## config.mk

```make
export PLATFORM = sky130hd
export DESIGN_NAME = gnn_argmax_unit_flat
export DESIGN_NICKNAME = d
export VERILOG_FILES = /design/src/rtl/gnn_pkg.sv /design/src/rtl/gnn_argmax_unit_if.sv /design/src/rtl/argmax_reduce.sv /design/src/rtl/gnn_argmax_unit.sv /design/src/flat_wrapper.sv
export SDC_FILE = /design/constraint.sdc
export NUM_CORES = 1
export LEC_CHECK = 0
export CORE_AREA = 3 3 129 131
export DETAILED_ROUTE_END_ITERATION = 10
export DIE_AREA = 0 0 132 134
export PLACE_DENSITY_LB_ADDON = 0.2
export SYNTH_ARGS = -nofsm -noshare
export SYNTH_HDL_FRONTEND = slang
export SYNTH_HIERARCHICAL = 1
export SYNTH_SLANG_ARGS = --single-unit
```

## constraint.sdc

```tcl
create_clock -name clk -period 5.3 [get_ports clk]
set_input_delay 0.53 -clock clk [delete_from_list [all_inputs] [get_ports clk]]
set_output_delay 0.53 -clock clk [all_outputs]
set_load 0.02 [all_outputs]
```

## src/rtl/gnn_pkg.sv

```systemverilog
// Shared defaults, FSM state encoding and a sizing helper for the GNN classification stage.
package gnn_pkg;

   localparam int SCORE_W         = 16;
   localparam int NUM_CLASSES_DEF = 3;
   localparam int NUM_NODES_DEF   = 6;

   typedef enum logic [1:0] {
      ARG_IDLE,
      ARG_READ,
      ARG_DRAIN,
      ARG_FINISH
   } argmax_state_e;

   // Index width that never collapses to zero bits.
   function automatic int clog2_min1(input int n);
      return (n > 1) ? $clog2(n) : 1;
   endfunction

endpackage

```

## src/rtl/gnn_argmax_unit_if.sv

```systemverilog
// Score-buffer read port: registered strobe/address out, row data back one cycle later.
interface gnn_argmax_unit_if
   import gnn_pkg::*;
#(
   parameter int NUM_NODES   = NUM_NODES_DEF,
   parameter int NUM_CLASSES = NUM_CLASSES_DEF,
   parameter int DATA_W      = SCORE_W
);

   localparam int ADDR_W = clog2_min1(NUM_NODES);

   logic                          rd_en;
   logic [ADDR_W-1:0]             rd_addr;
   logic [NUM_CLASSES*DATA_W-1:0] rd_data;

   modport master (
      output rd_en,
      output rd_addr,
      input  rd_data
   );

   modport slave (
      input  rd_en,
      input  rd_addr,
      output rd_data
   );

endinterface

```

## src/rtl/argmax_reduce.sv

```systemverilog
// Combinational argmax over one packed score row; ties resolve to the lowest class index.
module argmax_reduce
   import gnn_pkg::*;
#(
   parameter  int NUM_CLASSES = NUM_CLASSES_DEF,
   parameter  int DATA_W      = SCORE_W,
   parameter  int SIGNED      = 0,
   localparam int CLS_W       = clog2_min1(NUM_CLASSES)
) (
   input  logic [NUM_CLASSES*DATA_W-1:0] row,
   output logic [CLS_W-1:0]              idx,
   output logic [DATA_W-1:0]             max_val
);

   function automatic logic beats(input logic [DATA_W-1:0] a, input logic [DATA_W-1:0] b);
      if (SIGNED != 0) begin
         return $signed(a) > $signed(b);
      end
      return a > b;
   endfunction

   // A later class displaces the running winner only when strictly greater.
   always_comb begin
      idx     = '0;
      max_val = row[0 +: DATA_W];
      for (int k = 1; k < NUM_CLASSES; k++) begin
         if (beats(row[k*DATA_W +: DATA_W], max_val)) begin
            idx     = CLS_W'(k);
            max_val = row[k*DATA_W +: DATA_W];
         end
      end
   end

endmodule

```

## src/rtl/gnn_argmax_unit.sv

```systemverilog
// Walks the score buffer once per accepted start, storing per-node argmax/max and a class histogram.
// Pass takes NUM_NODES+2 cycles after start; start is ignored while busy.
module gnn_argmax_unit
   import gnn_pkg::*;
#(
   parameter  int NUM_NODES   = NUM_NODES_DEF,
   parameter  int NUM_CLASSES = NUM_CLASSES_DEF,
   parameter  int DATA_W      = SCORE_W,
   parameter  int SIGNED      = 0,
   localparam int CLS_W       = clog2_min1(NUM_CLASSES),
   localparam int ADDR_W      = clog2_min1(NUM_NODES),
   localparam int CNT_W       = $clog2(NUM_NODES + 1)
) (
   input  logic                         clk,
   input  logic                         reset,
   input  logic                         start,
   gnn_argmax_unit_if.master            rd_if,
   output logic [NUM_NODES*CLS_W-1:0]   class_out,
   output logic [NUM_NODES*DATA_W-1:0]  max_out,
   output logic [NUM_CLASSES*CNT_W-1:0] class_hist,
   output logic                         busy,
   output logic                         done,
   output logic                         result_valid
);

   localparam logic [ADDR_W-1:0] LAST_ADDR = ADDR_W'(NUM_NODES - 1);

   argmax_state_e                state_q, state_d;
   logic                         rd_en_q, rd_en_d;
   logic [ADDR_W-1:0]            rd_addr_q, rd_addr_d;
   logic                         data_vld_q, data_vld_d;
   logic [ADDR_W-1:0]            wr_idx_q, wr_idx_d;
   logic [NUM_NODES*CLS_W-1:0]   class_q, class_d;
   logic [NUM_NODES*DATA_W-1:0]  max_q, max_d;
   logic [NUM_CLASSES*CNT_W-1:0] hist_q, hist_d;
   logic                         busy_q, busy_d;
   logic                         done_q, done_d;
   logic                         valid_q, valid_d;

   logic [CLS_W-1:0]             win_idx;
   logic [DATA_W-1:0]            win_val;

   argmax_reduce #(
      .NUM_CLASSES (NUM_CLASSES),
      .DATA_W      (DATA_W),
      .SIGNED      (SIGNED)
   ) u_reduce (
      .row     (rd_if.rd_data),
      .idx     (win_idx),
      .max_val (win_val)
   );

   always_comb begin
      state_d    = state_q;
      rd_en_d    = 1'b0;
      rd_addr_d  = rd_addr_q;
      data_vld_d = rd_en_q;
      wr_idx_d   = rd_addr_q;
      class_d    = class_q;
      max_d      = max_q;
      hist_d     = hist_q;
      valid_d    = valid_q;

      case (state_q)
         ARG_IDLE: begin
            if (start) begin
               state_d   = ARG_READ;
               rd_en_d   = 1'b1;
               rd_addr_d = '0;
               valid_d   = 1'b0;
               hist_d    = '0;
            end
         end
         ARG_READ: begin
            if (rd_addr_q == LAST_ADDR) begin
               state_d = ARG_DRAIN;
            end else begin
               rd_en_d   = 1'b1;
               rd_addr_d = rd_addr_q + ADDR_W'(1);
            end
         end
         ARG_DRAIN: begin
            state_d = ARG_FINISH;
            valid_d = 1'b1;
         end
         ARG_FINISH: begin
            state_d = ARG_IDLE;
         end
         default: begin
            state_d = ARG_IDLE;
         end
      endcase

      // Returning row lands one cycle behind its address; rd_data is ignored otherwise.
      if (data_vld_q) begin
         class_d[int'(wr_idx_q)*CLS_W +: CLS_W]  = win_idx;
         max_d[int'(wr_idx_q)*DATA_W +: DATA_W]  = win_val;
         hist_d[int'(win_idx)*CNT_W +: CNT_W]    = hist_q[int'(win_idx)*CNT_W +: CNT_W] + CNT_W'(1);
      end

      busy_d = (state_d != ARG_IDLE);
      done_d = (state_d == ARG_FINISH);
   end

   always_ff @(posedge clk or posedge reset) begin
      if (reset) begin
         state_q    <= ARG_IDLE;
         rd_en_q    <= 1'b0;
         rd_addr_q  <= '0;
         data_vld_q <= 1'b0;
         wr_idx_q   <= '0;
         class_q    <= '0;
         max_q      <= '0;
         hist_q     <= '0;
         busy_q     <= 1'b0;
         done_q     <= 1'b0;
         valid_q    <= 1'b0;
      end else begin
         state_q    <= state_d;
         rd_en_q    <= rd_en_d;
         rd_addr_q  <= rd_addr_d;
         data_vld_q <= data_vld_d;
         wr_idx_q   <= wr_idx_d;
         class_q    <= class_d;
         max_q      <= max_d;
         hist_q     <= hist_d;
         busy_q     <= busy_d;
         done_q     <= done_d;
         valid_q    <= valid_d;
      end
   end

   assign rd_if.rd_en   = rd_en_q;
   assign rd_if.rd_addr = rd_addr_q;
   assign class_out     = class_q;
   assign max_out       = max_q;
   assign class_hist    = hist_q;
   assign busy          = busy_q;
   assign done          = done_q;
   assign result_valid  = valid_q;

endmodule

```

## src/flat_wrapper.sv

```systemverilog
// flat-port wrapper written by rule: the top's interface ports become plain ports
module gnn_argmax_unit_flat import gnn_pkg::*;
#(
   parameter  int NUM_NODES   = NUM_NODES_DEF,
   parameter  int NUM_CLASSES = NUM_CLASSES_DEF,
   parameter  int DATA_W      = SCORE_W,
   parameter  int SIGNED      = 0,
   localparam int CLS_W       = clog2_min1(NUM_CLASSES),
   localparam int ADDR_W      = clog2_min1(NUM_NODES),
   localparam int CNT_W       = $clog2(NUM_NODES + 1)
)
  (clk, reset, start, class_out, max_out, class_hist, busy, done, result_valid, rd_if_rd_en, rd_if_rd_addr, rd_if_rd_data);
  gnn_argmax_unit_if #(.NUM_NODES(NUM_NODES), .NUM_CLASSES(NUM_CLASSES), .DATA_W(DATA_W)) rd_if_i ();
  input  logic clk;
  input  logic reset;
  input  logic start;
  output logic [NUM_NODES*CLS_W-1:0] class_out;
  output logic [NUM_NODES*DATA_W-1:0] max_out;
  output logic [NUM_CLASSES*CNT_W-1:0] class_hist;
  output logic busy;
  output logic done;
  output logic result_valid;
  output wire logic [$bits(rd_if_i.rd_en)-1:0] rd_if_rd_en;
  output wire logic [$bits(rd_if_i.rd_addr)-1:0] rd_if_rd_addr;
  input wire logic [$bits(rd_if_i.rd_data)-1:0] rd_if_rd_data;
  assign rd_if_rd_en = rd_if_i.rd_en;
  assign rd_if_rd_addr = rd_if_i.rd_addr;
  assign rd_if_i.rd_data = rd_if_rd_data;
  gnn_argmax_unit #(.NUM_NODES(NUM_NODES), .NUM_CLASSES(NUM_CLASSES), .DATA_W(DATA_W), .SIGNED(SIGNED)) u_core (.clk(clk), .reset(reset), .start(start), .rd_if(rd_if_i), .class_out(class_out), .max_out(max_out), .class_hist(class_hist), .busy(busy), .done(done), .result_valid(result_valid));
endmodule
```

==> impl_metrics.yaml, run 1 <==
global_route:
  grt_pass1_wl_mm: 29.4
  overall_global_routing_resource_usage: 0.211
  number_of_antenna_violations_at_the_first_check_in_global_routing: 0
  via_count_of_the_first_global_routing_pass: 5499
  grt_overflow: 0
  maximum_number_of_pins_on_one_net_before_global_route_repair: 57
run_status:
  run_status: "completed"
place:
  gpl.final_weighted_congestion: 0.872
  numPortBuffers: 174
  dp.cells: 986
  placed_cell_area_mm2: 0.00898
  detailedPlacementHpwl_mm: 14.3
clock_network:
  cts-hold-fix-buffers: 0
  cts.sink_count: 130
  cts.path.max_buffers: 2
  clock-root-buffer: "clkbuf_16"
  skew_pair_late_insertion_delay_ns: 0.41
  cts.clk_slew.worst_paths_ns: 0.05
  clock_tree_from_tritoncts: "done"
  clock_tree.htree_level_count: 4
  cts-buffers-inserted: 17
detailed_routing:
  antenna_violating_nets_post_route: 0
  drt-pass1-iter-count: 4
  detail_route.drc_violations: 0
  detail_route.wl_per_cell_um: 18.1
  post_drt_via_cell_ratio: 5.27
  route.vias.total: 5374
  drt_iter0_drc: 220
  wl_mm: 18.4
logic_synthesis:
  synth_compound_gate_area_share: 0.0640
  netlist.area_leader.share: 0.467
  synthSimpleGateAreaFrac: 0.135
  synth-seq-area-share: 0.467
  mux_cell_area_share_after_synthesis: 0.207
  syn_nets: 691
  synth_area_per_cell_um2: 11.6
  synth-adder-area-share: 0.0737
  synth_area_leader_cell: "dfrtp_1"
  synth_xor_xnor_area_share: 0.00252
  unique_masters_post_synth: 50
  syn-instance-count: 599
  ys_ff_latch: 130
  mappedNetlistArea_mm2: 0.00696
  synth_top_family_by_area: "multiplexers"
  yosysWarnings: 6
  dominantRegCellSynth: "dfrtp_1"
  netlist_top_cells_area: "dfrtp_1 (47%), mux2_2 (19%), ha_1 (7.4%)"
  synth-async-reset-ratio: 1.00
  synth_enable_flop_cells: 0
final_layout:
  final_net_count: 883
  num_antenna_cells: 0
  layout.cells.most_common_list: "clkdlybuf4s50_1 (174), dfrtp_1 (130), mux2_2 (117)"
  final_common_cell: "clkdlybuf4s50_1"
  stdcell_area_mm2: 0.00956
  layout.cells.non_filler: 1019
  post_route_cells_drive_above_1_share: 0.244
  fillers: 1300
  seqCellArea_mm2: 0.00325
  multi_input_area_mm2: 0.00336
  syn2layout_area_growth_pct: 37.3
power_and_ir_drop:
  design_power_total_w: 0.00552
  comb_power_share: 0.494
  switching_power_w: 0.00204
  total_leakage_power_nw: 4.30
  vdd_ir_drop_max_v: 0.000357
  power_density_mw_per_mm2: 577
  seq_power_share: 0.307
  clkPwrFrac: 0.199
  power.internal_w: 0.00347
  sw_frac: 0.371
die:
  number_of_placement_rows: 46
  fp.dieArea_mm2: 0.0177
  core-area_mm2: 0.0157
  die_h_um: 134
  initial_cell_density_of_the_core: 0.443
  die_width_um: 132
  boundaryPins: 175
timing:
  clock.fmax_ghz: 0.195
  slew_violations: 0
  tightestPinTransition_ns: 1.29
  tns_ns: 0
  period_minus_slack_ns: 5.13
  slew-limit-headroom: 0.138
  timing.final.hold_violations: 0
  post-route-period-util: 0.968
  finClkSkew_ns: 0.00601
  setup-violations-final: 0
job:
  max_cap_violations: 0
worst_hold_path:
  min_from: "u_core/rd_if.rd_en"
  hp-class: "register to register"
setup_path:
  critical_path_required_ns: 5.65
  crit_path_start: "rd_if_rd_data[6]"
  end_kind: "register"
  worstPathArrival_ns: 5.48
  critical_path_start_type: "input pin"
  criticalPathCategory: "input pin to register"
  crit_path_max_fanout: 6
  timing.rr.start: "u_core/wr_idx_q[0]"
[flip-flops by register name (all words and copies together), names as in the netlist]
name / cells
u_core/wr_idx_q: 3
u_core/rd_if.rd_addr: 3
u_core/data_vld_q: 1
u_core/max_out: 96
u_core/busy: 1
u_core/rd_if.rd_en: 1
u_core/state_q: 2
u_core/class_out: 12
u_core/done: 1
u_core/class_hist: 9
u_core/result_valid: 1
[worst max-delay path, cell delays in order]
cell	delay [ns]
clkdlybuf4s50_1	0.49
inv_1	0.07
ha_1	0.33
nand4_1	0.18
nor4_4	0.38
o21ai_2	0.10
and4b_2	0.31
buf_4	0.18
o211ai_1	0.23
inv_1	0.07
ha_1	0.29
nand4_1	0.16
or4_1	0.58
o31ai_2	0.08
buf_4	0.17
and2_1	0.15
inv_1	0.12
ha_1	0.33
nand2_1	0.08
or3_1	0.41
a2bb2o_1	0.25
[power by group through the flow]
stage          Combinational (W)  Clock, W  Sequential (W)
6_report                 0.00273   0.00110         0.00169
5_1_grt                  0.00290   0.00117         0.00175
4_1_cts                  0.00276   0.00112         0.00170
3_5_place_dp             0.00274         0         0.00171
3_3_place_gp             0.00267         0         0.00170
2_1_floorplan            0.00115         0         0.00212
[Yosys cell counts (9+ instances only)]
| master | count |
|---|---|
| a21oi_1 | 14 |
| and2_1 | 24 |
| clkbuf_1 | 11 |
| dfrtp_1 | 130 |
| ha_1 | 41 |
| inv_1 | 52 |
| mux2_2 | 117 |
| mux2i_1 | 10 |
| nand2_1 | 55 |
| nand4_1 | 22 |
| nor2_1 | 27 |
| o211ai_2 | 9 |
[kinds of logic (layout without fill, tap and decap cells)]
family | count (synthesis) | count (layout)
muxes | 129 | 129
AOI/OAI and AO/OA | 57 | 57
buffers and inverters | 76 | 280
and+or+nand+nor | 164 | 164
xor gates and xnor gates | 2 | 2
DFF | 130 | 130
adders and majority gates | 41 | 41
[timing repair]
item	4_1_cts	5_1_grt
setup endpoints to repair	0	6
resized for setup	0	2
buffers inserted	0	2
[through the flow]
step	worst slack, ns	hold slack (ns)	utilization
3_5_place_dp	-0.152	0.365	0.571
4_1_cts	0.241	0.373	0.607
2_1_floorplan	0.0931	0.494	-
5_1_grt	-0.0136	0.382	0.608
6_report	0.170	0.371	0.608
3_3_place_gp	-0.0136	0.367	0.571
[area by class of cell]
type | count | area share
Sequential cell | 130 | 0.340
Timing Repair Buffer | 197 | 0.200
Tap cell | 216 | 0.0283
Multi-Input combinational cell | 393 | 0.351
Clock inverter | 9 | 0.00851
Clock buffer | 22 | 0.0506
Inverter | 52 | 0.0207
[per-layer routing]
layer | wire length, um | up-vias | global-route usage
met1 | 7660 | 2689 | 0.258
met3 | 1050 | 17 | 0.0634
met4 | 302 | 0 | 0.0519
li1 | - | 2500 | -
met2 | 9390 | 168 | 0.366
met5 | 0 | - | 0
[path summary, 6_finish.rpt]
| check | slack [ns] | to | depth (start not counted) |
|---|---|---|---|
| setup / recovery | 0.17 | u_core/class_hist[4] | 21 |
| hold / removal | 0.37 | u_core/data_vld_q | 0 |
| setup reg to reg | 2.17 | u_core/max_out[87] | 5 |
| hold reg to reg | 0.37 | u_core/data_vld_q | 0 |
| max in group asynchronous | 3.76 | u_core/max_out[23] | 3 |
| min in group asynchronous | 0.49 | u_core/class_out[7] | 2 |
No activity file was read; power rests on OpenSTA's default activity.
==> run 2, diff against run 1 <==
CORE_AREA = 3 3 144 118   (was 3 3 129 131)
DIE_AREA = 0 0 147 121   (was 0 0 132 134)
==> impl_metrics.yaml, run 2 (synthesized netlist as in run 1, its figures left out) <==
global_route:
  number_of_antenna_violations_at_the_first_check_in_global_routing: 0
  grt_pass1_wl_mm: 29.7
  overall_global_routing_resource_usage: 0.212
  via_count_of_the_first_global_routing_pass: 5522
  grt_overflow: 0
  maximum_number_of_pins_on_one_net_before_global_route_repair: 76
detailed_routing:
  drt-pass1-iter-count: 5
  drt_iter0_drc: 212
  detail_route.wl_per_cell_um: 18.4
  detail_route.drc_violations: 0
  post_drt_via_cell_ratio: 5.19
  route.vias.total: 5251
  antenna_violating_nets_post_route: 0
  wl_mm: 18.6
run_status:
  run_status: "completed"
power_and_ir_drop:
  power_density_mw_per_mm2: 572
  seq_power_share: 0.313
  clkPwrFrac: 0.185
  total_leakage_power_nw: 4.24
  sw_frac: 0.376
  power.internal_w: 0.00339
  vdd_ir_drop_max_v: 0.000364
  switching_power_w: 0.00204
  comb_power_share: 0.502
setup_path:
  slowest_stage: "or4_1"
  series_of_cell_instances_along_the_critical_path: "clkdlybuf4s50_1 > inv_1 > ha_1 > nand4_1 > nor4_4 > o21ai_2 > and4b_4 > o211ai_1 > inv_1 > ha_1 > nand4_1 > or4_1 > o31ai_2 > buf_4 > and2_1 > inv_1 > ha_1 > nand2_1 > or3_4 > a2bb2o_1"
  critical_path_required_ns: 5.65
  criticalPathCategory: "input pin to register"
  critical-path-top-delay-family: "simple AND/OR/NAND/NOR gates"
  crit_buf_inv: 5
  crit_path_max_fanout: 11
  critical_path_start_type: "input pin"
  worstPathArrival_ns: 5.46
  crit_path_start: "rd_if_rd_data[7]"
  timing.rr.start: "u_core/wr_idx_q[0]"
  end_kind: "register"
  critical_path.max_stage_delay_ns: 0.58
clock_network:
  cts.sink_count: 130
  clock-root-buffer: "clkbuf_16"
  clock_tree.htree_level_count: 4
  cts-buffers-inserted: 17
  skew_pair_late_insertion_delay_ns: 0.41
  cts.path.max_buffers: 2
  clock_tree_from_tritoncts: "done"
  cts.clk_slew.worst_paths_ns: 0.05
  cts-hold-fix-buffers: 0
place:
  placed_cell_area_mm2: 0.00894
  gpl.final_weighted_congestion: 0.886
  dp.cells: 980
  detailedPlacementHpwl_mm: 14.2
  numPortBuffers: 174
  dp_slack_ns: -0.166
final_layout:
  final_net_count: 878
  final_common_cell: "clkdlybuf4s50_1"
  largest_register_ff_count: 96
  post_route_cells_drive_above_1_share: 0.236
  layout.cells.most_common_list: "clkdlybuf4s50_1 (174), dfrtp_1 (130), mux2_2 (117)"
  postLayoutCoreUtil: 0.604
  num_antenna_cells: 0
  syn2layout_area_growth_pct: 36.2
  stdcell_area_mm2: 0.00948
  layout.cells.non_filler: 1011
die:
  die_width_um: 147
  fp.dieArea_mm2: 0.0178
  boundaryPins: 175
  core-area_mm2: 0.0157
  number_of_placement_rows: 41
  die_h_um: 121
  initial_cell_density_of_the_core: 0.443
timing:
  post-route-period-util: 0.963
  finClkSkew_ns: 0.00868
  post-route-worst-setup-slack_ns: 0.194
  timing.final.hold_violations: 0
  tightestPinTransition_ns: 1.25
  slew-limit-headroom: 0.164
  setup-violations-final: 0
  slew_violations: 0
  clock.fmax_ghz: 0.196
  period_minus_slack_ns: 5.11
worst_hold_path:
  min_from: "u_core/rd_if.rd_en"
  hp-class: "register to register"
job:
  max_cap_violations: 0
-- run 2: layout make-up --
type	count	area (um2)
multi-input combinational	393	3370
sequential	130	3250
fill	1303	6220
inverter	52	204
clock inverter	6	35.0
clock buffer	23	468
tap	215	269
timing repair buffer	192	1880
-- run 2: power groups by stage --
stage,Combinational [W],Clock [W],Sequential [W]
floorplan,0.00115,0,0.00212
global placement,0.00267,0,0.00170
CTS,0.00275,0.00103,0.00171
finish,0.00272,0.00101,0.00170
global route,0.00291,0.00108,0.00176
detailed placement,0.00273,0,0.00172
-- run 2: worst paths after layout --
path / depth (start not counted) / endpoint / slack [ns]
setup / recovery: 20 / u_core/class_hist[4] / 0.19
hold / removal: 0 / u_core/data_vld_q / 0.37
setup reg to reg: 5 / u_core/max_out[89] / 2.21
hold reg to reg: 0 / u_core/data_vld_q / 0.37
max in group asynchronous: 3 / u_core/max_out[47] / 3.52
min in group asynchronous: 2 / u_core/max_out[81] / 0.60
-- run 2: per-stage QoR --
step | setup TNS, ns | hold slack [ns] | power, W
6_report | 0 | 0.372 | 0.00543
5_1_grt | -0.0589 | 0.393 | 0.00575
4_1_cts | 0 | 0.372 | 0.00549
3_5_place_dp | -2.09 | 0.361 | 0.00445
3_3_place_gp | 0 | 0.369 | 0.00437
2_1_floorplan | 0 | 0.494 | 0.00327
-- run 2: timing repair --
item                       in CTS  in global routing
resized for setup               0                  7
setup endpoints to repair       0                 33
setup buffers                   0                  2
-- run 2: layer usage --
metal,up-vias,track usage,wire [um]
met5,-,0,0
li1,2470,-,-
met2,156,0.342,8890
met1,2613,0.292,8570
met3,12,0.0538,957
met4,0,0.0495,178
